File: src/rtl/ps2_mouse_init_if.sv
// ps2_mouse_init_if
// Groups the signals exchanged between the mouse configuration sequencer,
// the PS/2 byte transceiver and the downstream packet decoder.
//   Transceiver -> sequencer : istrobe, ibyte, oack, timeout
//   Sequencer -> transceiver : oreq, obyte
//   Sequencer -> decoder     : rx_strobe, rx_byte
//   Sequencer status         : ready, error, retries
// Modport master is the sequencer's view; modport slave is the environment's.
interface ps2_mouse_init_if;
    logic       istrobe;
    logic [7:0] ibyte;
    logic       oack;
    logic       timeout;
    logic       oreq;
    logic [7:0] obyte;
    logic       rx_strobe;
    logic [7:0] rx_byte;
    logic       ready;
    logic       error;
    logic [2:0] retries;

    modport master (
        input  istrobe, ibyte, oack, timeout,
        output oreq, obyte, rx_strobe, rx_byte, ready, error, retries
    );

    modport slave (
        output istrobe, ibyte, oack, timeout,
        input  oreq, obyte, rx_strobe, rx_byte, ready, error, retries
    );
endinterface

File: src/rtl/ps2_mouse_init.sv
// ps2_mouse_init
// PS/2 mouse configuration sequencer. After reset or a restart pulse it walks
// a fixed script (reset, BAT/ID, sample rate, resolution, enable reporting),
// checks every response, retries on failure and finally forwards received
// bytes to the packet decoder.
// Ports:
//   sysclk  - system clock
//   reset_n - asynchronous active-low reset
//   clk_en  - clock enable; all state advances only when high
//   restart - single-cycle pulse, restarts the script and clears retries/error
//   bus     - ps2_mouse_init_if.master: transceiver handshake, forwarded
//             bytes and status (ready, error, retries)
module ps2_mouse_init #(
    parameter logic [7:0]  SAMPLE_RATE = 8'd100,
    parameter logic [7:0]  RESOLUTION  = 8'd2,
    parameter logic [19:0] TO_CYCLES   = 20'd1000000,
    parameter logic [2:0]  MAX_RETRY   = 3'd3
) (
    input  logic              sysclk,
    input  logic              reset_n,
    input  logic              clk_en,
    input  logic              restart,
    ps2_mouse_init_if.master  bus
);

    typedef enum logic [2:0] {
        ST_IDLE      = 3'd0,
        ST_SEND      = 3'd1,
        ST_WAIT_ACK  = 3'd2,
        ST_WAIT_RESP = 3'd3,
        ST_RUN       = 3'd4,
        ST_FAIL      = 3'd5
    } state_t;

    localparam logic [3:0] LAST_STEP = 4'd13;
    localparam logic [7:0] RESEND    = 8'hFE;

    // Script ROM: entry kind (1 = send, 0 = expect).
    function automatic logic rom_is_send(input logic [3:0] idx);
        logic r;
        case (idx)
            4'd0, 4'd4, 4'd6, 4'd8, 4'd10, 4'd12: r = 1'b1;
            default:                             r = 1'b0;
        endcase
        return r;
    endfunction

    // Script ROM: byte to send or byte expected.
    function automatic logic [7:0] rom_byte(input logic [3:0] idx);
        logic [7:0] r;
        case (idx)
            4'd0:    r = 8'hFF;
            4'd1:    r = 8'hFA;
            4'd2:    r = 8'hAA;
            4'd3:    r = 8'h00;
            4'd4:    r = 8'hF3;
            4'd5:    r = 8'hFA;
            4'd6:    r = SAMPLE_RATE;
            4'd7:    r = 8'hFA;
            4'd8:    r = 8'hE8;
            4'd9:    r = 8'hFA;
            4'd10:   r = RESOLUTION;
            4'd11:   r = 8'hFA;
            4'd12:   r = 8'hF4;
            4'd13:   r = 8'hFA;
            default: r = 8'h00;
        endcase
        return r;
    endfunction

    state_t      state_r, state_pre_s, state_next_s;
    logic [3:0]  step_r, step_pre_s, step_next_s, step_inc_s;
    logic [3:0]  last_send_r, last_send_next_s;
    logic [2:0]  retries_r, retries_pre_s, retries_next_s, retry_inc_s;
    logic [19:0] to_cnt_r, to_cnt_next_s;
    logic        to_clr_s, to_expired_s, fail_s, in_wait_s;
    logic        oreq_r;
    logic [7:0]  obyte_r;
    logic        rx_strobe_r, rx_strobe_next_s;
    logic [7:0]  rx_byte_r, rx_byte_next_s;
    logic        ready_r, error_r;

    assign step_inc_s   = step_r + 4'd1;
    assign retry_inc_s  = retries_r + 3'd1;
    assign to_expired_s = (to_cnt_r >= TO_CYCLES);
    assign in_wait_s    = (state_r == ST_WAIT_ACK) || (state_r == ST_WAIT_RESP);

    // Event decode: next state/step before the generic failure handling.
    always_comb begin
        state_pre_s      = state_r;
        step_pre_s       = step_r;
        last_send_next_s = last_send_r;
        retries_pre_s    = retries_r;
        to_clr_s         = 1'b0;
        fail_s           = 1'b0;
        rx_strobe_next_s = 1'b0;
        rx_byte_next_s   = rx_byte_r;
        if (restart) begin
            // Restart outranks everything, including a coincident byte.
            state_pre_s   = ST_IDLE;
            step_pre_s    = 4'd0;
            retries_pre_s = 3'd0;
            to_clr_s      = 1'b1;
        end else begin
            case (state_r)
                ST_IDLE: begin
                    state_pre_s = ST_SEND;
                    step_pre_s  = 4'd0;
                    to_clr_s    = 1'b1;
                end
                ST_SEND: begin
                    last_send_next_s = step_r;
                    state_pre_s      = ST_WAIT_ACK;
                    to_clr_s         = 1'b1;
                end
                ST_WAIT_ACK: begin
                    // Received bytes are ignored until the transmit completes.
                    if (bus.oack) begin
                        step_pre_s  = step_inc_s;
                        state_pre_s = ST_WAIT_RESP;
                        to_clr_s    = 1'b1;
                    end else if (bus.timeout || to_expired_s) begin
                        fail_s = 1'b1;
                    end else begin
                        fail_s = 1'b0;
                    end
                end
                ST_WAIT_RESP: begin
                    if (bus.istrobe) begin
                        if (bus.ibyte == rom_byte(step_r)) begin
                            to_clr_s = 1'b1;
                            if (step_r == LAST_STEP) begin
                                state_pre_s = ST_RUN;
                            end else if (rom_is_send(step_inc_s)) begin
                                step_pre_s  = step_inc_s;
                                state_pre_s = ST_SEND;
                            end else begin
                                step_pre_s  = step_inc_s;
                            end
                        end else if (bus.ibyte == RESEND) begin
                            // Device asked for the last command again.
                            retries_pre_s = retry_inc_s;
                            if (retry_inc_s == MAX_RETRY) begin
                                state_pre_s = ST_FAIL;
                            end else begin
                                step_pre_s  = last_send_r;
                                state_pre_s = ST_SEND;
                            end
                        end else begin
                            fail_s = 1'b1;
                        end
                    end else if (bus.timeout || to_expired_s) begin
                        fail_s = 1'b1;
                    end else begin
                        fail_s = 1'b0;
                    end
                end
                ST_RUN: begin
                    // Line timeouts are ignored here: an idle mouse is legal.
                    if (bus.istrobe) begin
                        rx_strobe_next_s = 1'b1;
                        rx_byte_next_s   = bus.ibyte;
                    end else begin
                        rx_strobe_next_s = 1'b0;
                    end
                end
                ST_FAIL: begin
                    state_pre_s = ST_FAIL;
                end
                default: begin
                    state_pre_s = ST_IDLE;
                    step_pre_s  = 4'd0;
                end
            endcase
        end
    end

    // Failure resolution: count the failure, then retry from step 0 or give up.
    always_comb begin
        if (fail_s) begin
            retries_next_s = retry_inc_s;
            if (retry_inc_s == MAX_RETRY) begin
                state_next_s = ST_FAIL;
                step_next_s  = step_pre_s;
            end else begin
                state_next_s = ST_SEND;
                step_next_s  = 4'd0;
            end
        end else begin
            retries_next_s = retries_pre_s;
            state_next_s   = state_pre_s;
            step_next_s    = step_pre_s;
        end
    end

    // Response timer: runs only while waiting, clears on entry/accepted byte, saturates.
    always_comb begin
        if (to_clr_s || fail_s || !in_wait_s) begin
            to_cnt_next_s = 20'd0;
        end else if (to_cnt_r == 20'hFFFFF) begin
            to_cnt_next_s = to_cnt_r;
        end else begin
            to_cnt_next_s = to_cnt_r + 20'd1;
        end
    end

    // State and registered outputs; everything holds while clk_en is low.
    always_ff @(posedge sysclk or negedge reset_n) begin
        if (!reset_n) begin
            state_r     <= ST_IDLE;
            step_r      <= 4'd0;
            last_send_r <= 4'd0;
            retries_r   <= 3'd0;
            to_cnt_r    <= 20'd0;
            oreq_r      <= 1'b0;
            obyte_r     <= 8'h00;
            rx_strobe_r <= 1'b0;
            rx_byte_r   <= 8'h00;
            ready_r     <= 1'b0;
            error_r     <= 1'b0;
        end else if (clk_en) begin
            state_r     <= state_next_s;
            step_r      <= step_next_s;
            last_send_r <= last_send_next_s;
            retries_r   <= retries_next_s;
            to_cnt_r    <= to_cnt_next_s;
            // oreq is high exactly for the SEND cycle.
            oreq_r      <= (state_next_s == ST_SEND);
            if (state_next_s == ST_SEND) begin
                obyte_r <= rom_byte(step_next_s);
            end
            rx_strobe_r <= rx_strobe_next_s;
            rx_byte_r   <= rx_byte_next_s;
            ready_r     <= (state_next_s == ST_RUN);
            error_r     <= (state_next_s == ST_FAIL);
        end
    end

    assign bus.oreq      = oreq_r;
    assign bus.obyte     = obyte_r;
    assign bus.rx_strobe = rx_strobe_r;
    assign bus.rx_byte   = rx_byte_r;
    assign bus.ready     = ready_r;
    assign bus.error     = error_r;
    assign bus.retries   = retries_r;

endmodule

File: src/flat_wrapper.sv
// flat-port wrapper written by rule: the top's interface ports become plain ports
module ps2_mouse_init_flat 
#(
    parameter logic [7:0]  SAMPLE_RATE = 8'd100,
    parameter logic [7:0]  RESOLUTION  = 8'd2,
    parameter logic [19:0] TO_CYCLES   = 20'd1000000,
    parameter logic [2:0]  MAX_RETRY   = 3'd3
)
  (sysclk, reset_n, clk_en, restart, bus_istrobe, bus_ibyte, bus_oack, bus_timeout, bus_oreq, bus_obyte, bus_rx_strobe, bus_rx_byte, bus_ready, bus_error, bus_retries);
  ps2_mouse_init_if bus_i ();
  input  logic sysclk;
  input  logic reset_n;
  input  logic clk_en;
  input  logic restart;
  input wire logic [$bits(bus_i.istrobe)-1:0] bus_istrobe;
  input wire logic [$bits(bus_i.ibyte)-1:0] bus_ibyte;
  input wire logic [$bits(bus_i.oack)-1:0] bus_oack;
  input wire logic [$bits(bus_i.timeout)-1:0] bus_timeout;
  output wire logic [$bits(bus_i.oreq)-1:0] bus_oreq;
  output wire logic [$bits(bus_i.obyte)-1:0] bus_obyte;
  output wire logic [$bits(bus_i.rx_strobe)-1:0] bus_rx_strobe;
  output wire logic [$bits(bus_i.rx_byte)-1:0] bus_rx_byte;
  output wire logic [$bits(bus_i.ready)-1:0] bus_ready;
  output wire logic [$bits(bus_i.error)-1:0] bus_error;
  output wire logic [$bits(bus_i.retries)-1:0] bus_retries;
  assign bus_i.istrobe = bus_istrobe;
  assign bus_i.ibyte = bus_ibyte;
  assign bus_i.oack = bus_oack;
  assign bus_i.timeout = bus_timeout;
  assign bus_oreq = bus_i.oreq;
  assign bus_obyte = bus_i.obyte;
  assign bus_rx_strobe = bus_i.rx_strobe;
  assign bus_rx_byte = bus_i.rx_byte;
  assign bus_ready = bus_i.ready;
  assign bus_error = bus_i.error;
  assign bus_retries = bus_i.retries;
  ps2_mouse_init #(.SAMPLE_RATE(SAMPLE_RATE), .RESOLUTION(RESOLUTION), .TO_CYCLES(TO_CYCLES), .MAX_RETRY(MAX_RETRY)) u_core (.sysclk(sysclk), .reset_n(reset_n), .clk_en(clk_en), .restart(restart), .bus(bus_i));
endmodule
File: config.mk
export PLATFORM = sky130hd
export DESIGN_NAME = ps2_mouse_init_flat
export DESIGN_NICKNAME = d
export VERILOG_FILES = /design/src/rtl/ps2_mouse_init_if.sv /design/src/rtl/ps2_mouse_init.sv /design/src/flat_wrapper.sv
export SDC_FILE = /design/constraint.sdc
export NUM_CORES = 1
export LEC_CHECK = 0
export BUFFER_PORTS_ARGS = -buffer_cell sky130_fd_sc_hd__buf_2
export CORE_MARGIN = 8
export CORE_UTILIZATION = 50
export CTS_CLUSTER_DIAMETER = 150
export DETAILED_ROUTE_END_ITERATION = 6
export PLACE_DENSITY = 0.67
export SLEW_MARGIN = 20
export SYNTH_ARGS = -nofsm -noshare
export SYNTH_HDL_FRONTEND = slang
export SYNTH_SLANG_ARGS = --single-unit
File: constraint.sdc
create_clock -name sysclk -period 8.5 [get_ports sysclk]
set_clock_uncertainty 0.05 [all_clocks]
set_input_delay 0.425 -clock sysclk [delete_from_list [all_inputs] [get_ports sysclk]]
set_output_delay 0.425 -clock sysclk [all_outputs]
set_load 0.03 [all_outputs]
; ---- Yosys cells after proc, flatten, opt, wreduce, memory -nomap -nowiden
; Memory sizes are Yosys's and may differ from the RTL's. A register that Yosys moved wholly into a read port is not among the register bits.
; Index checks and enable logic that the tools add are counted.
; W data, S select, Z words.
[word_totals]
register_bits = 46
rom_bits = 256
inputBits = 15
elab_cells = 108
n_memories = 2
[mem_list]
columns = memory, depth, word_bits, rd, rd_ports_with_merged_regs, wr, line
row1 = (name not given), 16, 8, 1, 1, 0, ps2_mouse_init.sv:51  ; case (idx)
row2 = (name not given), 16, 8, 1, 0, 0, ps2_mouse_init.sv:51
[op_classes]
add_sub_neg = 3
n_lt_le_gt_ge = 1
eq_ne = 20
n_mux = 52
n_bitwise = 1
n_reduce_logical = 19
[op_table]
columns = cell, count
row1 = $mux W3, 15
row2 = $mux W20, 2
row3 = $mux W4, 9
row4 = $mux W8, 3
row5 = $add A20 B1 Y20 const B, 1
row6 = $eq A20 B20 Y1 const B, 1
row7 = $ge A20 B20 Y1 const B, 1
row8 = $mux W1, 19
row9 = $pmux W3 S6, 1
row10 = $eq A4 B4 Y1 const B, 4
row11 = $eq A3 B3 Y1 const B, 4
row12 = $pmux W4 S3, 1
row13 = $eq A3 B2 Y1 const B, 3
row14 = $reduce_bool A3 Y1, 3
row15 = $eq A4 B3 Y1 const B, 2
row16 = $eq A8 B8 Y1, 1
row17 = $eq A8 B8 Y1 const B, 1
row18 = $eq A3 B1 Y1 const B, 2
row19 = $reduce_or A6 Y1, 1
row20 = $reduce_and A5 Y1, 1
row21 = $add A4 B1 Y4 const B, 1
row22 = $logic_not A4 Y1, 1
row23 = $logic_or A1 B1 Y1, 4
row24 = $reduce_and A2 Y1, 2
row25 = 12 further kinds, 13

; ---- Longest topological paths before layout
[depth]
depth_word = 18
ltp_mapped = 15
depth_no_buf = 11

; ---- Worst setup path before layout
; Ideal clock, no wire load.
[synth_path]
path_type = flip-flop to flip-flop
startpoint = register u_core.step_r[0]
endpoint = register u_core.obyte_r[4], in the netlist u_core.bus.obyte[4]
setup_ns = 0.125
t_arrival_ns = 3.134
required_time_ns = 8.325
slack_ns = 5.191
path_stages_with_launch = 14
n_path_buf = 2
period_less_slack_ns = 3.309
path_cell_list = dfrtp_1 > buf_2 > inv_1 > ha_1 > xor2_1 > a221o_1 > a2111oi_4 > and3_1 > buf_4 > nand2_4 > a31o_1 > o31a_1 > nor2_2 > mux2_4
[synth_via]
elab_chain_cells = 18
elab_cells_between_ends = 43
cone_classes = 1 x add/sub / 8 x eq/ne / 30 x mux / 3 x reduce/logical / 1 x memory
[synth_rtl]
columns = item, line
row1 = start: declaration, ps2_mouse_init.sv:72  ; logic [3:0] step_r, step_pre_s, step_next_s, step_inc_s;
row2 = start signal: assignment, ps2_mouse_init.sv:223  ; step_r <= step_next_s;
row3 = $add A4 B1 Y4, ps2_mouse_init.sv:83  ; assign step_inc_s = step_r + 4'd1;
row4 = $eq A4 B3 Y1 (tied with other cells), ps2_mouse_init.sv:41  ; case (idx)
row5 = $reduce_or A6 Y1, ps2_mouse_init.sv:41
row6 = $mux W1, ps2_mouse_init.sv:41
row7 = $mux W1, ps2_mouse_init.sv:132  ; if (step_r == LAST_STEP) begin
row8 = $mux W1, ps2_mouse_init.sv:130  ; if (bus.ibyte == rom_byte(step_r)) begin
row9 = $mux W1, ps2_mouse_init.sv:129  ; if (bus.istrobe) begin
row10 = $mux W1, ps2_mouse_init.sv:105  ; case (state_r)
row11 = [... 2 more ...], -
row12 = $mux W3, ps2_mouse_init.sv:132
row13 = $mux W3, ps2_mouse_init.sv:130
row14 = $mux W3, ps2_mouse_init.sv:129
row15 = $pmux W3 S6, ps2_mouse_init.sv:105
row16 = $mux W3, ps2_mouse_init.sv:98  ; if (restart) begin
row17 = $mux W3, ps2_mouse_init.sv:180  ; if (fail_s) begin
row18 = $eq A3 B1 Y1, ps2_mouse_init.sv:229  ; if (state_next_s == ST_SEND) begin
row19 = $reduce_and A2 Y1 (no source line), -
row20 = end: declaration, ps2_mouse_init.sv:78  ; logic [7:0] obyte_r;
; Several ways; a longest one is shown, not always the timed one. The select of a mux whose other input is x is not followed.
; A chain may end at the register's enable or synchronous reset.

; ---- Worst setup path in the final report
; Ends and elaborated chain as after synthesis.

==> out/results.ini <==
[timing]
slew-limit-headroom_pct = 44.7
setup_viol_count_final = 0
period_minus_slack_ps = 3820
fin_tns_setup_ps = 0
fmax_mhz = 262
worst_pin_slew_ps = 829
rsz0062_at_grt = false
whs_ps = 186
hold_viol = 0
post-route-period-util_pct = 44.9
slew_viol_final = 0

[worst_setup_path]
worstPathRequired_ps = 8640
critical_path_class = flop to flop
worstPathMaxFanout = 14
crit_path_start_kind = flop
endpoint_kind = flop
critPathArrivalTime_ps = 3960

[global_route]
grt_overflow_total = 0
grt_max_degree = 55
antenna_found_initial = 0
grt_pass1_wl_um = 15300
grt_util_all_layers_pct = 16.7
first_global_vias = 3156

[synthesis]
synth_seq_cells = 54
synth_cell_types = 74
synthCells = 421
synthArstFlopShare_pct = 100
syn_nets = 447
syn-cell-area_mm2 = 0.00386
avgSynthCellArea_um2 = 9.17
synth_ff_type = dfrtp_1
synth-edff-count = 0
seq_area_frac_synth_pct = 35.0
yosysWarnings = 0

[pwr]
power_frac_clock_pct = 28.7
p_per_area_mw_per_mm2 = 143
combPwrFrac_pct = 23.5
p_seq_share_pct = 47.8
switching_share_pct = 32.0
intPower_mw = 0.406
power_switching_mw = 0.191
fin_total_pwr_mw = 0.597
ir_drop_mv = 0.123
p_leak_nw = 1.74

[detailed_routing]
ant_nets = 0
viasPerCell = 5.94
first_iter_violations = 322
num_vias = 3265
drc_errors = 0
firstDrtPassIters = 5
wl_per_cell_um = 16.7
totalWireLength_um = 9170

[outcome]
outcome = completed

[clock_network]
ctsResizeCount = 0
cts-buffers-inserted = 5
htreeDepth = 2
clk_pin_slew_ps = 90
hold_buffers = 0
clkSinkCount = 54
cts_root_buf = clkbuf_8
clk_latency_ps = 300
clockBufferDepth = 2
cts_setup_buffers = 0
cts_tree = done

[placed_design]
dp_cells = 542
place_congestion = 0.871
dp_hpwl_um = 6810
port_buffers = 37
placed_area_mm2 = 0.00408

[final_layout]
final_common_cell = dfrtp_1
fill_cells = 717
layout-drive-gt1-share_pct = 18.5
finalNonFillerCells = 550
fin_nets = 473
diodes = 0
mostFrequentLayoutCells = 54 x dfrtp_1, 45 x nor2_1, 37 x buf_2
multi_input_area_mm2 = 0.00236
final_area_mm2 = 0.00419
regArea_mm2 = 0.00135
synthToLayoutAreaGrowth_pct = 8.53

[floorplanning]
io_pins = 38
fp-row-count = 32
initial_core_util_pct = 50.7
die_area_mm2 = 0.0108
core-area_mm2 = 0.00761
die_h_um = 104
fp.dieW_um = 104

[job]
max_cap_viol_count = 0

[worst_hold_path]
hold_class = primary input to asynchronous set/reset pin

through the flow:
stage,utilization [%],setup WS [ps]
2_1_floorplan,-,5190
3_3_place_gp,53.6,4840
3_5_place_dp,53.6,4740
4_1_cts,55.0,4700
5_1_grt,55.0,4460
6_report,55.0,4680
cells by family after synthesis:
kind of cell    Yosys count  share of synthesized area, %
mux                      26                          7.43
flops                    54                          35.0
buf+inv                  32                          3.89
fa+ha+maj                12                          3.86
compound gates          106                          22.4
simple gates            162                          20.8
xor+xnor                 29                          6.58
worst max-delay path, stage by stage, from the launching register on:
cell       delay (ps)
dfrtp_1           610
inv_1             210
ha_1              260
xor2_1            160
a221o_1           330
a2111oi_4         370
a31oi_1           250
a2111oi_4         630
nand2_2           160
a21oi_1           250
o221ai_1          150
mux2_4            280
final timing paths:
path | cells after the start | slack, ps | start | endpoint
setup / recovery | 11 | 4680 | u_core.step_r[0] | u_core.bus.obyte[4]
hold / removal | 2 | 190 | reset_n | u_core.bus.rx_byte[4]
setup reg to reg | 11 | 4680 | u_core.step_r[0] | u_core.bus.obyte[4]
hold reg to reg | 1 | 430 | u_core.bus.rx_strobe | u_core.bus.rx_strobe
max in group asynchronous | 2 | 7750 | reset_n | u_core.bus.obyte[6]
min in group sysclk | 2 | 370 | bus_ibyte[0] | u_core.bus.rx_byte[0]
power groups by stage:
stage,registers [mW],clock network (mW),logic (mW)
floorplan,0.307,0,0.0801
global placement,0.290,0,0.138
detailed placement,0.290,0,0.140
CTS,0.285,0.177,0.141
global route,0.288,0.186,0.154
finish,0.285,0.171,0.140
area by class of cell:
class	instances	area share, %
clock buffers	6	1.73
clock inverters	2	0.896
inverters	13	1.17
multi-input cells	335	56.3
flip-flops and latches	54	32.3
well taps	102	3.05
repair buffers	38	4.60
flip-flops by register name, indices dropped and copies added, names as in the netlist:
| name | count |
|---|---|
| u_core.bus.rx_byte | 8 |
| u_core.state_r | 3 |
| u_core.bus.obyte | 8 |
| u_core.bus.ready | 1 |
| u_core.to_cnt_r | 20 |
| u_core.bus.oreq | 1 |
| u_core.bus.error | 1 |
| u_core.bus.retries | 3 |
| u_core.bus.rx_strobe | 1 |
| u_core.last_send_r | 4 |
| u_core.step_r | 4 |
synth_stat cells, drive strengths merged (3+ instances only):
library cell  instances  area share, %
clkbuf                9           0.88
a2bb2oi               4           0.91
buf                  10            1.8
o21ai                25            3.5
a31oi                 4           0.97
or3                   3           0.49
nor2b                 7            1.2
o31ai                 4           0.91
and3                  5           0.84
and2                  6           0.97
a31o                  3           0.68
o32ai                 4           0.91
nand4                 7            1.1
mux2                 15            4.6
nor2                 47            4.7
a211oi                5            1.4
a21oi                15            1.9
ha                   11            3.6
xor2                 15            3.4
a21o                  5            1.0
nand3                22            2.9
a221oi                3           0.68
a21boi                3           0.58
o31a                  3           0.68
nand3b                3           0.58
nand2b                8            1.3
dfrtp                54             35
a2111oi               3            2.1
nand2                36            3.8
and4                  3           0.68
nor3                  9            1.2
o211ai                4           0.78
inv                  12            1.2
xnor2                14            3.2
mux2i                11            2.9
layer usage:
layer,up-vias,share of wire (%),GRT usage [%]
li1,1584,-,-
met1,1578,47,22.3
met2,94,46,26.7
met3,9,5.5,3.53
met4,0,1.0,4.45
met5,-,0,0
Power figures use the tool's default switching activity.
